**src/rtl/tank_pkg.sv**
```systemverilog
// Shared encodings and default thresholds for the aquarium mode sequencer.
// State values double as the display-mux select codes.
package tank_pkg;

    typedef enum logic [4:0] {
        ST_IDLE  = 5'b00000,
        ST_FISH  = 5'b00001,
        ST_CLEAN = 5'b00010,
        ST_TEMP  = 5'b00100,
        ST_FOOD  = 5'b01000,
        ST_SALT  = 5'b10000,
        ST_ERROR = 5'b11111
    } state_e;

    typedef enum logic [1:0] {
        SID_CLEAN = 2'd0,
        SID_TEMP  = 2'd1,
        SID_FOOD  = 2'd2,
        SID_SALT  = 2'd3
    } sensor_id_e;

    localparam logic [15:0] DEF_DWELL     = 16'd100;
    localparam logic [7:0]  DEF_TEMP_MIN  = 8'd20;
    localparam logic [7:0]  DEF_TEMP_MAX  = 8'd30;
    localparam logic [7:0]  DEF_CLEAN_MIN = 8'd10;
    localparam logic [7:0]  DEF_FOOD_MIN  = 8'd5;
    localparam logic [7:0]  DEF_SALT_MAX  = 8'd200;
    localparam logic [7:0]  DEF_FISH_MAX  = 8'd50;

    // Bit positions within error_cause: {fish, salt, food, clean, temp}
    localparam int unsigned CAUSE_TEMP  = 0;
    localparam int unsigned CAUSE_CLEAN = 1;
    localparam int unsigned CAUSE_FOOD  = 2;
    localparam int unsigned CAUSE_SALT  = 3;
    localparam int unsigned CAUSE_FISH  = 4;

    function automatic state_e next_display(input state_e s);
        unique case (s)
            ST_FISH:  return ST_CLEAN;
            ST_CLEAN: return ST_TEMP;
            ST_TEMP:  return ST_FOOD;
            ST_FOOD:  return ST_SALT;
            default:  return ST_FISH;
        endcase
    endfunction

endpackage

```
**src/rtl/tank_sensor_bank.sv**
```systemverilog
// Held sensor samples plus saturating fish counter; updates in every FSM state.
module tank_sensor_bank
    import tank_pkg::*;
(
    input  logic       clk_i,
    input  logic       rst_ni,
    input  logic       sample_valid_i,
    input  logic [1:0] sensor_id_i,
    input  logic [7:0] sensor_data_i,
    input  logic       fish_add_i,
    input  logic       fish_remove_i,
    output logic [7:0] fish_count_o,
    output logic [7:0] cleanliness_o,
    output logic [7:0] temperature_o,
    output logic [7:0] food_storage_o,
    output logic [7:0] saltiness_o
);

    logic [7:0] fish_q, fish_d;
    logic [7:0] clean_q, clean_d;
    logic [7:0] temp_q, temp_d;
    logic [7:0] food_q, food_d;
    logic [7:0] salt_q, salt_d;

    always_comb begin
        clean_d = clean_q;
        temp_d  = temp_q;
        food_d  = food_q;
        salt_d  = salt_q;
        if (sample_valid_i) begin
            unique case (sensor_id_i)
                SID_CLEAN: clean_d = sensor_data_i;
                SID_TEMP:  temp_d  = sensor_data_i;
                SID_FOOD:  food_d  = sensor_data_i;
                default:   salt_d  = sensor_data_i;
            endcase
        end
    end

    always_comb begin
        fish_d = fish_q;
        if (fish_add_i && !fish_remove_i && fish_q != 8'hFF) begin
            fish_d = fish_q + 8'd1;
        end else if (fish_remove_i && !fish_add_i && fish_q != 8'h00) begin
            fish_d = fish_q - 8'd1;
        end
    end

    always_ff @(posedge clk_i or negedge rst_ni) begin
        if (!rst_ni) begin
            fish_q  <= '0;
            clean_q <= '0;
            temp_q  <= '0;
            food_q  <= '0;
            salt_q  <= '0;
        end else begin
            fish_q  <= fish_d;
            clean_q <= clean_d;
            temp_q  <= temp_d;
            food_q  <= food_d;
            salt_q  <= salt_d;
        end
    end

    assign fish_count_o   = fish_q;
    assign cleanliness_o  = clean_q;
    assign temperature_o  = temp_q;
    assign food_storage_o = food_q;
    assign saltiness_o    = salt_q;

endmodule

```
**src/rtl/tank_mode_sequencer.sv**
```systemverilog
// Display-mode sequencer: cycles sensor views on a dwell timer or advance pulse,
// and traps into ERROR while any held value breaks its alarm threshold.
module tank_mode_sequencer
    import tank_pkg::*;
#(
    parameter logic [15:0] DWELL     = DEF_DWELL,
    parameter logic [7:0]  TEMP_MIN  = DEF_TEMP_MIN,
    parameter logic [7:0]  TEMP_MAX  = DEF_TEMP_MAX,
    parameter logic [7:0]  CLEAN_MIN = DEF_CLEAN_MIN,
    parameter logic [7:0]  FOOD_MIN  = DEF_FOOD_MIN,
    parameter logic [7:0]  SALT_MAX  = DEF_SALT_MAX,
    parameter logic [7:0]  FISH_MAX  = DEF_FISH_MAX
) (
    input  logic       CLK,
    input  logic       reset,
    input  logic       run,
    input  logic       advance,
    input  logic       sample_valid,
    input  logic [1:0] sensor_id,
    input  logic [7:0] sensor_data,
    input  logic       fish_add,
    input  logic       fish_remove,
    input  logic       clear_error,
    output logic [4:0] select,
    output logic [7:0] fish_count,
    output logic [7:0] cleanliness,
    output logic [7:0] temperature,
    output logic [7:0] food_storage,
    output logic [7:0] saltiness,
    output logic       error_flag,
    output logic [4:0] error_cause
);

    state_e      state_q, state_d;
    logic [15:0] dwell_q, dwell_d;
    logic [4:0]  cause_q, cause_d;
    logic        armed_q, armed_d;
    logic [4:0]  viol;
    logic        viol_act;

    tank_sensor_bank u_bank (
        .clk_i          (CLK),
        .rst_ni         (reset),
        .sample_valid_i (sample_valid),
        .sensor_id_i    (sensor_id),
        .sensor_data_i  (sensor_data),
        .fish_add_i     (fish_add),
        .fish_remove_i  (fish_remove),
        .fish_count_o   (fish_count),
        .cleanliness_o  (cleanliness),
        .temperature_o  (temperature),
        .food_storage_o (food_storage),
        .saltiness_o    (saltiness)
    );

    always_comb begin
        viol              = '0;
        viol[CAUSE_TEMP]  = (temperature < TEMP_MIN) || (temperature > TEMP_MAX);
        viol[CAUSE_CLEAN] = cleanliness < CLEAN_MIN;
        viol[CAUSE_FOOD]  = food_storage < FOOD_MIN;
        viol[CAUSE_SALT]  = saltiness > SALT_MAX;
        viol[CAUSE_FISH]  = fish_count >= FISH_MAX;
    end

    // Alarms stay masked after reset until run is first seen, so zeroed sensors don't trip ERROR.
    always_comb begin
        state_d  = state_q;
        dwell_d  = '0;
        cause_d  = cause_q;
        armed_d  = armed_q | run;
        viol_act = armed_q && (viol != '0);
        unique case (state_q)
            ST_IDLE: begin
                if (viol_act) begin
                    state_d = ST_ERROR;
                    cause_d = viol;
                end else if (run) begin
                    state_d = ST_FISH;
                end
            end
            ST_ERROR: begin
                cause_d = cause_q | viol;
                if (clear_error && viol == '0) begin
                    state_d = ST_FISH;
                    cause_d = '0;
                end
            end
            default: begin
                if (viol_act) begin
                    state_d = ST_ERROR;
                    cause_d = viol;
                end else if (!run) begin
                    state_d = ST_IDLE;
                end else if (advance || dwell_q == DWELL - 16'd1) begin
                    state_d = next_display(state_q);
                end else begin
                    dwell_d = dwell_q + 16'd1;
                end
            end
        endcase
    end

    always_ff @(posedge CLK or negedge reset) begin
        if (!reset) begin
            state_q <= ST_IDLE;
            dwell_q <= '0;
            cause_q <= '0;
            armed_q <= 1'b0;
        end else begin
            state_q <= state_d;
            dwell_q <= dwell_d;
            cause_q <= cause_d;
            armed_q <= armed_d;
        end
    end

    assign select      = state_q;
    assign error_flag  = (state_q == ST_ERROR);
    assign error_cause = cause_q;

endmodule

```
**config.mk**
```make
export PLATFORM = sky130hd
export DESIGN_NAME = tank_mode_sequencer
export DESIGN_NICKNAME = d
export VERILOG_FILES = /design/src/rtl/tank_pkg.sv /design/src/rtl/tank_sensor_bank.sv /design/src/rtl/tank_mode_sequencer.sv
export SDC_FILE = /design/constraint.sdc
export NUM_CORES = 1
export LEC_CHECK = 0
export ABC_AREA = 0
export ABC_CLOCK_PERIOD_IN_PS = 9400
export CORE_UTILIZATION = 55
export CTS_CLUSTER_SIZE = 24
export DETAILED_ROUTE_END_ITERATION = 10
export GPL_TIMING_DRIVEN = 0
export PLACE_DENSITY = 0.92
export SKIP_LAST_GASP = 1
export SLEW_MARGIN = 20
export SYNTH_ARGS = -nofsm -noshare
export SYNTH_HDL_FRONTEND = slang
export SYNTH_SLANG_ARGS = --single-unit
```
**constraint.sdc**
```tcl
create_clock -name CLK -period 9.4 [get_ports CLK]
set_input_delay 1.88 -clock CLK [delete_from_list [all_inputs] [get_ports CLK]]
set_output_delay 1.88 -clock CLK [all_outputs]
set_load 0.01 [all_outputs]
```
==> run_summary.xml, run 1 <==
<?xml version="1.0" encoding="UTF-8"?>
<metrics>
  <group name="route">
    <metric name="postRouteAntennaNets" unit="">0</metric>
    <metric name="drt_pre_antenna_iters" unit="">4</metric>
    <metric name="drc" unit="">0</metric>
    <metric name="via_count" unit="">2577</metric>
    <metric name="route.detailed.wl_per_inst" unit="um">17.7</metric>
    <metric name="detail_route.iter0.violations" unit="">112</metric>
    <metric name="post_drt_via_cell_ratio" unit="">5.80</metric>
    <metric name="route.final.wire_length" unit="mm">7.84</metric>
  </group>
  <group name="grt">
    <metric name="grt_pass1_wl" unit="mm">12.7</metric>
    <metric name="grt_pass1_vias" unit="">2577</metric>
    <metric name="globalRouteOverflowTotal" unit="">0</metric>
    <metric name="maximum_number_of_pins_on_one_net_before_global_route_repair" unit="">52</metric>
    <metric name="initial_antenna_violation_count" unit="">0</metric>
    <metric name="grt.total_usage" unit="">0.273</metric>
  </group>
  <group name="cts">
    <metric name="cts-buffers-inserted" unit="">9</metric>
    <metric name="cts_sinks" unit="">67</metric>
    <metric name="number_of_h_tree_branching_levels" unit="">3</metric>
    <metric name="tritoncts_clock_tree" unit="">built</metric>
    <metric name="clock-root-buffer" unit="">clkbuf_8</metric>
    <metric name="hold_bufs_inserted_after_cts" unit="">0</metric>
    <metric name="post_cts.repair.setup_buffers" unit="">0</metric>
    <metric name="insertion_delay" unit="ns">0.35</metric>
    <metric name="cts-root-to-sink-buffers" unit="">2</metric>
    <metric name="post_cts_resized" unit="">0</metric>
    <metric name="clkTransAtPathRegs" unit="ns">0.08</metric>
  </group>
  <group name="sta">
    <metric name="setup_total_negative_slack" unit="ns">0</metric>
    <metric name="fmax" unit="MHz">246</metric>
    <metric name="drv_slew" unit="">0</metric>
    <metric name="setup_repair_after_global_routing_missed_its_margin" unit="">no</metric>
    <metric name="final_min_period_over_clock_period" unit="">0.433</metric>
    <metric name="post-route-worst-setup-slack" unit="ns">5.33</metric>
    <metric name="max_slew.worst_pin.slew" unit="ns">0.733</metric>
    <metric name="hold_violations" unit="">0</metric>
    <metric name="slew_headroom" unit="">0.503</metric>
    <metric name="setup_viol" unit="">0</metric>
    <metric name="period_minus_slack" unit="ns">4.07</metric>
    <metric name="skew" unit="ns">0.00700</metric>
  </group>
  <group name="die">
    <metric name="num_io_pins" unit="">69</metric>
    <metric name="initial_utilization" unit="">0.578</metric>
    <metric name="die_y_extent" unit="um">78.8</metric>
    <metric name="die_w" unit="um">78.8</metric>
    <metric name="core" unit="um^2">5610</metric>
    <metric name="floorplan.die_area" unit="um^2">6210</metric>
    <metric name="fp-row-count" unit="">27</metric>
  </group>
  <group name="logic_synthesis">
    <metric name="syn-mean-instance-area" unit="um^2">11.3</metric>
    <metric name="syn-cell-area" unit="um^2">3240</metric>
    <metric name="ys_async_sr_fraction" unit="">1.00</metric>
    <metric name="synthesis.nets" unit="">312</metric>
    <metric name="top_cells_by_area_in_the_synthesized_netlist" unit="">dfrtp_1 52%, mux2_2 14%, nor2_1 4.2%</metric>
    <metric name="synthesis.yosys.warnings" unit="">0</metric>
    <metric name="postSynthRegisterBits" unit="">67</metric>
    <metric name="synthDominantCellAreaShare" unit="">0.517</metric>
    <metric name="ys.flop_type" unit="">dfrtp_1</metric>
    <metric name="synth-edff-count" unit="">0</metric>
    <metric name="synth_top_area_cell" unit="">dfrtp_1</metric>
    <metric name="synthCells" unit="">286</metric>
    <metric name="netlist-cell-type-count" unit="">43</metric>
    <metric name="yosysSeqAreaShare" unit="">0.517</metric>
  </group>
  <group name="worst_setup_path">
    <metric name="timing.critical_path.cells" unit="">clkdlybuf4s50_1 -&gt; inv_1 -&gt; o311ai_1 -&gt; ha_1 -&gt; a21o_1 -&gt; a21oi_1 -&gt; o21ai_0 -&gt; o41ai_1 -&gt; mux2i_1 -&gt; xor2_1</metric>
    <metric name="r2r_slack" unit="ns">6.29</metric>
    <metric name="timing.critical_path.from_type" unit="">input pin</metric>
    <metric name="worst-endpoint-arrival" unit="ns">4.35</metric>
    <metric name="standard_cell_with_the_maximum_stage_delay_on_the_critical_path" unit="">clkdlybuf4s50_1</metric>
    <metric name="critPathKind" unit="">in -&gt; reg</metric>
    <metric name="regToRegStartpoint" unit="">u_bank.fish_count_o[0]$_DFFE_PN0P_</metric>
    <metric name="largest_driver_fanout_on_the_critical_path" unit="">5</metric>
    <metric name="cp_data_required_time" unit="ns">9.67</metric>
    <metric name="critical-path-max-stage-delay" unit="ns">0.45</metric>
    <metric name="reg2reg_to" unit="">u_bank.fish_count_o[7]$_DFFE_PN0P_</metric>
    <metric name="timing.critical_path.to_type" unit="">flop</metric>
    <metric name="worstRegToRegCells" unit="">9</metric>
  </group>
  <group name="finish">
    <metric name="post_route_cells_drive_above_1_share" unit="">0.185</metric>
    <metric name="finalNonFillerCells" unit="">444</metric>
    <metric name="number_of_nets_at_the_end_of_the_flow" unit="">393</metric>
    <metric name="antenna_cells_inserted" unit="">0</metric>
    <metric name="area_growth_syn_to_layout" unit="%">32.5</metric>
  </group>
  <group name="placement">
    <metric name="place.detailed.instances" unit="">428</metric>
    <metric name="port_buffers" unit="">68</metric>
    <metric name="estimated_wirelength_of_the_detail_placed_design" unit="mm">5.45</metric>
    <metric name="worst_case_setup_slack_after_placement" unit="ns">4.98</metric>
    <metric name="place.gp.congestion" unit="">0.817</metric>
  </group>
  <group name="worst_hold_path">
    <metric name="whs_endpoint" unit="">dwell_q[0]$_DFF_PN0_</metric>
    <metric name="worstHoldStart" unit="">dwell_q[0]$_DFF_PN0_</metric>
    <metric name="holdCritPathClass" unit="">reg -&gt; reg</metric>
    <metric name="timing.hold.worst_path_depth" unit="">1</metric>
  </group>
  <group name="run">
    <metric name="timing.max_cap.violations" unit="">0</metric>
  </group>
  <group name="power">
    <metric name="report.power.total" unit="mW">1.02</metric>
    <metric name="power.density_cell_area" unit="nW/um^2">237</metric>
    <metric name="power.ir.vdd_worst" unit="mV">0.225</metric>
    <metric name="cellLeakagePower" unit="nW">1.69</metric>
  </group>
  <group name="outcome">
    <metric name="run_status" unit="">finished, final reports clean</metric>
  </group>
</metrics>
[metal layers]
layer  GRT usage  part of all wire  wire length (um)
met5           0                 0                 0
met4      0.0833             0.014               112
met3      0.0793             0.046               359
met2       0.454              0.51              4020
met1       0.345              0.43              3350
[cell type report]
cell class	count	area (um^2)
flip-flops and latches	67	1680
multi-input cells	213	1540
fillers	385	1310
repair buffers	70	711
clock inverters	7	125
clock buffers	9	124
well taps	72	90.1
inverters	5	18.8
plain buffers	1	11.3
[layout by cell type, fill, tap and decap left out, types with 2 or more instances in the layout]
cell type	instances
a21o_1	2
a21oi_1	10
and3_1	2
bufinv_16	3
clkbuf_8	9
clkdlybuf4s50_1	67
clkinv_4	3
dfrtp_1	67
ha_1	7
inv_1	5
mux2_2	39
nand2_1	21
nand2b_1	3
nand3_1	5
nand3b_1	7
nand4_1	7
nor2_1	36
nor3_1	14
nor4_1	3
o211ai_1	2
o21ai_0	7
o31a_1	2
or2_2	4
xnor2_1	10
xor2_1	11
[synth_stat cells, types with 2 or more instances]
| cell | number |
|---|---|
| a21o_1 | 2 |
| o31a_1 | 2 |
| a21oi_1 | 10 |
| nand2b_1 | 3 |
| ha_1 | 7 |
| inv_1 | 5 |
| or2_2 | 4 |
| and3_1 | 2 |
| xor2_1 | 11 |
| nor4_1 | 3 |
| nand2_1 | 21 |
| o211ai_1 | 2 |
| mux2_2 | 39 |
| nand4_1 | 7 |
| dfrtp_1 | 67 |
| nor3_1 | 14 |
| nand3b_1 | 7 |
| o21ai_0 | 7 |
| nor2_1 | 36 |
| nand3_1 | 5 |
| xnor2_1 | 10 |
[worst max-delay path: cells and delay by family]
family / cells / cell delay, ns
muxes: 1 / 0.27
buffers and inverters: 2 / 0.50
xor gates and xnor gates: 1 / 0.16
AOI/OAI and AO/OA: 5 / 1.14
adders and majority gates: 1 / 0.37
[worst max-delay path by stage]
stage | startpoint | to | slack (ns) | cells past startpoint
after floorplan | fish_remove | u_bank.fish_count_o[7]$_DFFE_PN0P_ | 5.35 | 9
after global placement | reset | u_bank.food_storage_o[4]$_DFFE_PN0P_ | 4.33 | 1
final | fish_remove | u_bank.fish_count_o[7]$_DFFE_PN0P_ | 5.33 | 10
after global routing | fish_remove | u_bank.fish_count_o[7]$_DFFE_PN0P_ | 5.14 | 10
after detailed placement | fish_remove | u_bank.fish_count_o[7]$_DFFE_PN0P_ | 4.98 | 10
after CTS | fish_remove | u_bank.fish_count_o[7]$_DFFE_PN0P_ | 5.33 | 10
[cell families after synthesis]
kind of cell               Yosys count  synth area share
and+or+nand+nor                    110             0.169
AOI/OAI and AO/OA                   33            0.0733
xor gates and xnor gates            21            0.0567
muxes                               40             0.139
buffers and inverters                6           0.00926
adders and majority gates            9            0.0363
DFF                                 67             0.517
[sequential cells by signal, summed over array words and instances, names as in the netlist]
name / flops
u_bank.temperature_o: 8
u_bank.cleanliness_o: 8
u_bank.food_storage_o: 8
error_cause: 5
u_bank.fish_count_o: 8
u_bank.saltiness_o: 8
select: 5
armed_q: 1
dwell_q: 16
[stage by stage]
| step | area (um^2) | hold WS (ns) | util |
|---|---|---|---|
| floorplan | 3240 | 0.450 | - |
| global placement | 4010 | 0.465 | 0.716 |
| detailed placement | 4040 | 0.478 | 0.721 |
| CTS | 4290 | 0.489 | 0.766 |
| global route | 4300 | 0.509 | 0.766 |
| finish | 4300 | 0.488 | 0.766 |
[power by group]
part | internal (mW) | switching, mW
sequential | 0.340 | 0.0579
combinational | 0.184 | 0.141
clock | 0.178 | 0.116
(Power assumes the default switching activity.)
==> run 2: changes to the inputs <==
ABC_CLOCK_PERIOD_IN_PS = 4100   (was 9400)
CORE_UTILIZATION = 51   (was 55)
PLACE_DENSITY = 0.87   (was 0.92)
clock period = 4.1 ns   (was 9.4 ns; I/O delays follow)
==> run_summary.xml, run 2 (same netlist as run 1, synthesis figures left out) <==
<?xml version="1.0" encoding="UTF-8"?>
<metrics>
  <group name="outcome">
    <metric name="run_status" unit="">finished, final reports clean</metric>
  </group>
  <group name="sta">
    <metric name="hold_violations" unit="">0</metric>
    <metric name="post-route-worst-setup-slack" unit="ns">0.988</metric>
    <metric name="fmax" unit="MHz">321</metric>
    <metric name="setup_viol" unit="">0</metric>
    <metric name="slew_headroom" unit="">0.479</metric>
    <metric name="skew" unit="ns">0.0135</metric>
    <metric name="drv_slew" unit="">0</metric>
    <metric name="setup_repair_after_global_routing_missed_its_margin" unit="">no</metric>
    <metric name="max_slew.worst_pin.slew" unit="ns">0.769</metric>
    <metric name="final_min_period_over_clock_period" unit="">0.759</metric>
    <metric name="setup_total_negative_slack" unit="ns">0</metric>
    <metric name="period_minus_slack" unit="ns">3.11</metric>
  </group>
  <group name="power">
    <metric name="power.ir.vdd_worst" unit="mV">0.384</metric>
    <metric name="power.density_cell_area" unit="nW/um^2">519</metric>
    <metric name="report.power.total" unit="mW">2.21</metric>
    <metric name="cellLeakagePower" unit="nW">1.67</metric>
  </group>
  <group name="cts">
    <metric name="clock-root-buffer" unit="">clkbuf_8</metric>
    <metric name="cts_sinks" unit="">67</metric>
    <metric name="post_cts_resized" unit="">0</metric>
    <metric name="insertion_delay" unit="ns">0.35</metric>
    <metric name="cts-root-to-sink-buffers" unit="">2</metric>
    <metric name="number_of_h_tree_branching_levels" unit="">3</metric>
    <metric name="post_cts.repair.setup_buffers" unit="">0</metric>
    <metric name="clkTransAtPathRegs" unit="ns">0.08</metric>
    <metric name="tritoncts_clock_tree" unit="">built</metric>
    <metric name="cts-buffers-inserted" unit="">9</metric>
    <metric name="hold_bufs_inserted_after_cts" unit="">0</metric>
  </group>
  <group name="worst_setup_path">
    <metric name="worst-path-buf-inv" unit="">0</metric>
    <metric name="worst-endpoint-arrival" unit="ns">3.39</metric>
    <metric name="timing.critical_path.cells" unit="">nand4_1 -&gt; o311ai_1 -&gt; ha_1 -&gt; a21o_1 -&gt; a21oi_1 -&gt; o21ai_0 -&gt; o41ai_1 -&gt; mux2i_1 -&gt; xor2_1</metric>
    <metric name="critical-path-max-stage-delay" unit="ns">0.70</metric>
    <metric name="cp_data_required_time" unit="ns">4.38</metric>
    <metric name="cell_type_group_with_the_largest_total_delay_on_the_critical_path" unit="">compound AO/OA/AOI/OAI gates</metric>
    <metric name="critPathKind" unit="">reg -&gt; reg</metric>
    <metric name="timing.critical_path.to_type" unit="">flop</metric>
    <metric name="largest_driver_fanout_on_the_critical_path" unit="">6</metric>
    <metric name="standard_cell_with_the_maximum_stage_delay_on_the_critical_path" unit="">o311ai_1</metric>
    <metric name="timing.critical_path.from_type" unit="">flop</metric>
  </group>
  <group name="die">
    <metric name="die_w" unit="um">81.7</metric>
    <metric name="initial_utilization" unit="">0.538</metric>
    <metric name="die_y_extent" unit="um">81.7</metric>
    <metric name="floorplan.die_area" unit="um^2">6680</metric>
    <metric name="fp-row-count" unit="">28</metric>
    <metric name="num_io_pins" unit="">69</metric>
    <metric name="core" unit="um^2">6030</metric>
  </group>
  <group name="finish">
    <metric name="number_of_nets_at_the_end_of_the_flow" unit="">393</metric>
    <metric name="post_route_cells_drive_above_1_share" unit="">0.185</metric>
    <metric name="largest_register_ffs" unit="">16</metric>
    <metric name="multiInputGateArea" unit="um^2">1540</metric>
    <metric name="area_growth_syn_to_layout" unit="%">31.1</metric>
    <metric name="antenna_cells_inserted" unit="">0</metric>
    <metric name="finalInstanceArea" unit="um^2">4250</metric>
    <metric name="most-common-layout-cells" unit="">67 x dfrtp_1, 67 x clkdlybuf4s50_1, 39 x mux2_2</metric>
    <metric name="seq_area" unit="um^2">1680</metric>
    <metric name="largest-register" unit="">dwell_q</metric>
    <metric name="final_util" unit="">0.706</metric>
    <metric name="fillerInstances" unit="">418</metric>
  </group>
  <group name="route">
    <metric name="postRouteAntennaNets" unit="">0</metric>
    <metric name="via_count" unit="">2451</metric>
    <metric name="post_drt_via_cell_ratio" unit="">5.48</metric>
    <metric name="route.final.wire_length" unit="mm">7.18</metric>
    <metric name="drt_pre_antenna_iters" unit="">4</metric>
    <metric name="detail_route.iter0.violations" unit="">127</metric>
    <metric name="drc" unit="">0</metric>
    <metric name="route.detailed.wl_per_inst" unit="um">16.1</metric>
  </group>
  <group name="grt">
    <metric name="globalRouteOverflowTotal" unit="">0</metric>
    <metric name="grt_pass1_wl" unit="mm">11.4</metric>
    <metric name="maximum_number_of_pins_on_one_net_before_global_route_repair" unit="">54</metric>
    <metric name="grt.total_usage" unit="">0.231</metric>
    <metric name="grt_pass1_vias" unit="">2319</metric>
    <metric name="initial_antenna_violation_count" unit="">0</metric>
  </group>
  <group name="placement">
    <metric name="place.gp.congestion" unit="">0.785</metric>
    <metric name="port_buffers" unit="">68</metric>
    <metric name="worst_case_setup_slack_after_placement" unit="ns">0.798</metric>
    <metric name="postPlaceCellArea" unit="um^2">4050</metric>
    <metric name="estimated_wirelength_of_the_detail_placed_design" unit="mm">5.26</metric>
  </group>
  <group name="worst_hold_path">
    <metric name="holdCritPathClass" unit="">in -&gt; async</metric>
  </group>
  <group name="run">
    <metric name="timing.max_cap.violations" unit="">0</metric>
  </group>
</metrics>
run 2: changes by cell type in the layout (fill, tap and decap cells not counted):
cell / previous run / this run
inv_6: 1 / 2
clkinv_2: 0 / 2
clkinv_4: 3 / 2
bufinv_16: 3 / 1
run 2: worst paths after layout:
kind | startpoint | endpoint | slack [ns] | cells after the start
setup / recovery | u_bank.fish_count_o[0]$_DFFE_PN0P_ | u_bank.fish_count_o[7]$_DFFE_PN0P_ | 0.99 | 9
hold / removal | reset | u_bank.saltiness_o[1]$_DFFE_PN0P_ | 0.31 | 1
setup reg to reg | u_bank.fish_count_o[0]$_DFFE_PN0P_ | u_bank.fish_count_o[7]$_DFFE_PN0P_ | 0.99 | 9
hold reg to reg | dwell_q[0]$_DFF_PN0_ | dwell_q[0]$_DFF_PN0_ | 0.49 | 1
max in group asynchronous | reset | dwell_q[10]$_DFF_PN0_ | 3.27 | 2
min in group CLK | dwell_q[0]$_DFF_PN0_ | dwell_q[0]$_DFF_PN0_ | 0.49 | 1
run 2: metrics by stage:
stage | cells | hold slack (ns)
4_1_cts | 447 | 0.306
3_5_place_dp | 431 | 0.478
3_3_place_gp | 429 | 0.466
6_report | 447 | 0.315
5_1_grt | 447 | 0.309
2_1_floorplan | 286 | 0.450
run 2: cell type report:
type                       instances  share of cell area
clock buffer                       9              0.0291
tap                               75              0.0221
sequential                        67               0.394
buffer                             1             0.00265
clock inverter                     7              0.0177
timing repair buffer              70               0.167
multi-input combinational        213               0.363
inverter                           5             0.00441
run 2: routing by layer:
layer,vias up,GRT usage,share of wire
li1,1191,-,-
met1,1195,0.318,0.45
met2,52,0.345,0.50
met3,13,0.0456,0.038
met4,0,0.119,0.013
met5,-,0,0
run 2: where the power goes:
part | leakage [nW] | internal (mW) | switching, mW
clock | 0.104 | 0.285 | 0.271
sequential | 0.795 | 0.779 | 0.130
combinational | 0.772 | 0.423 | 0.319
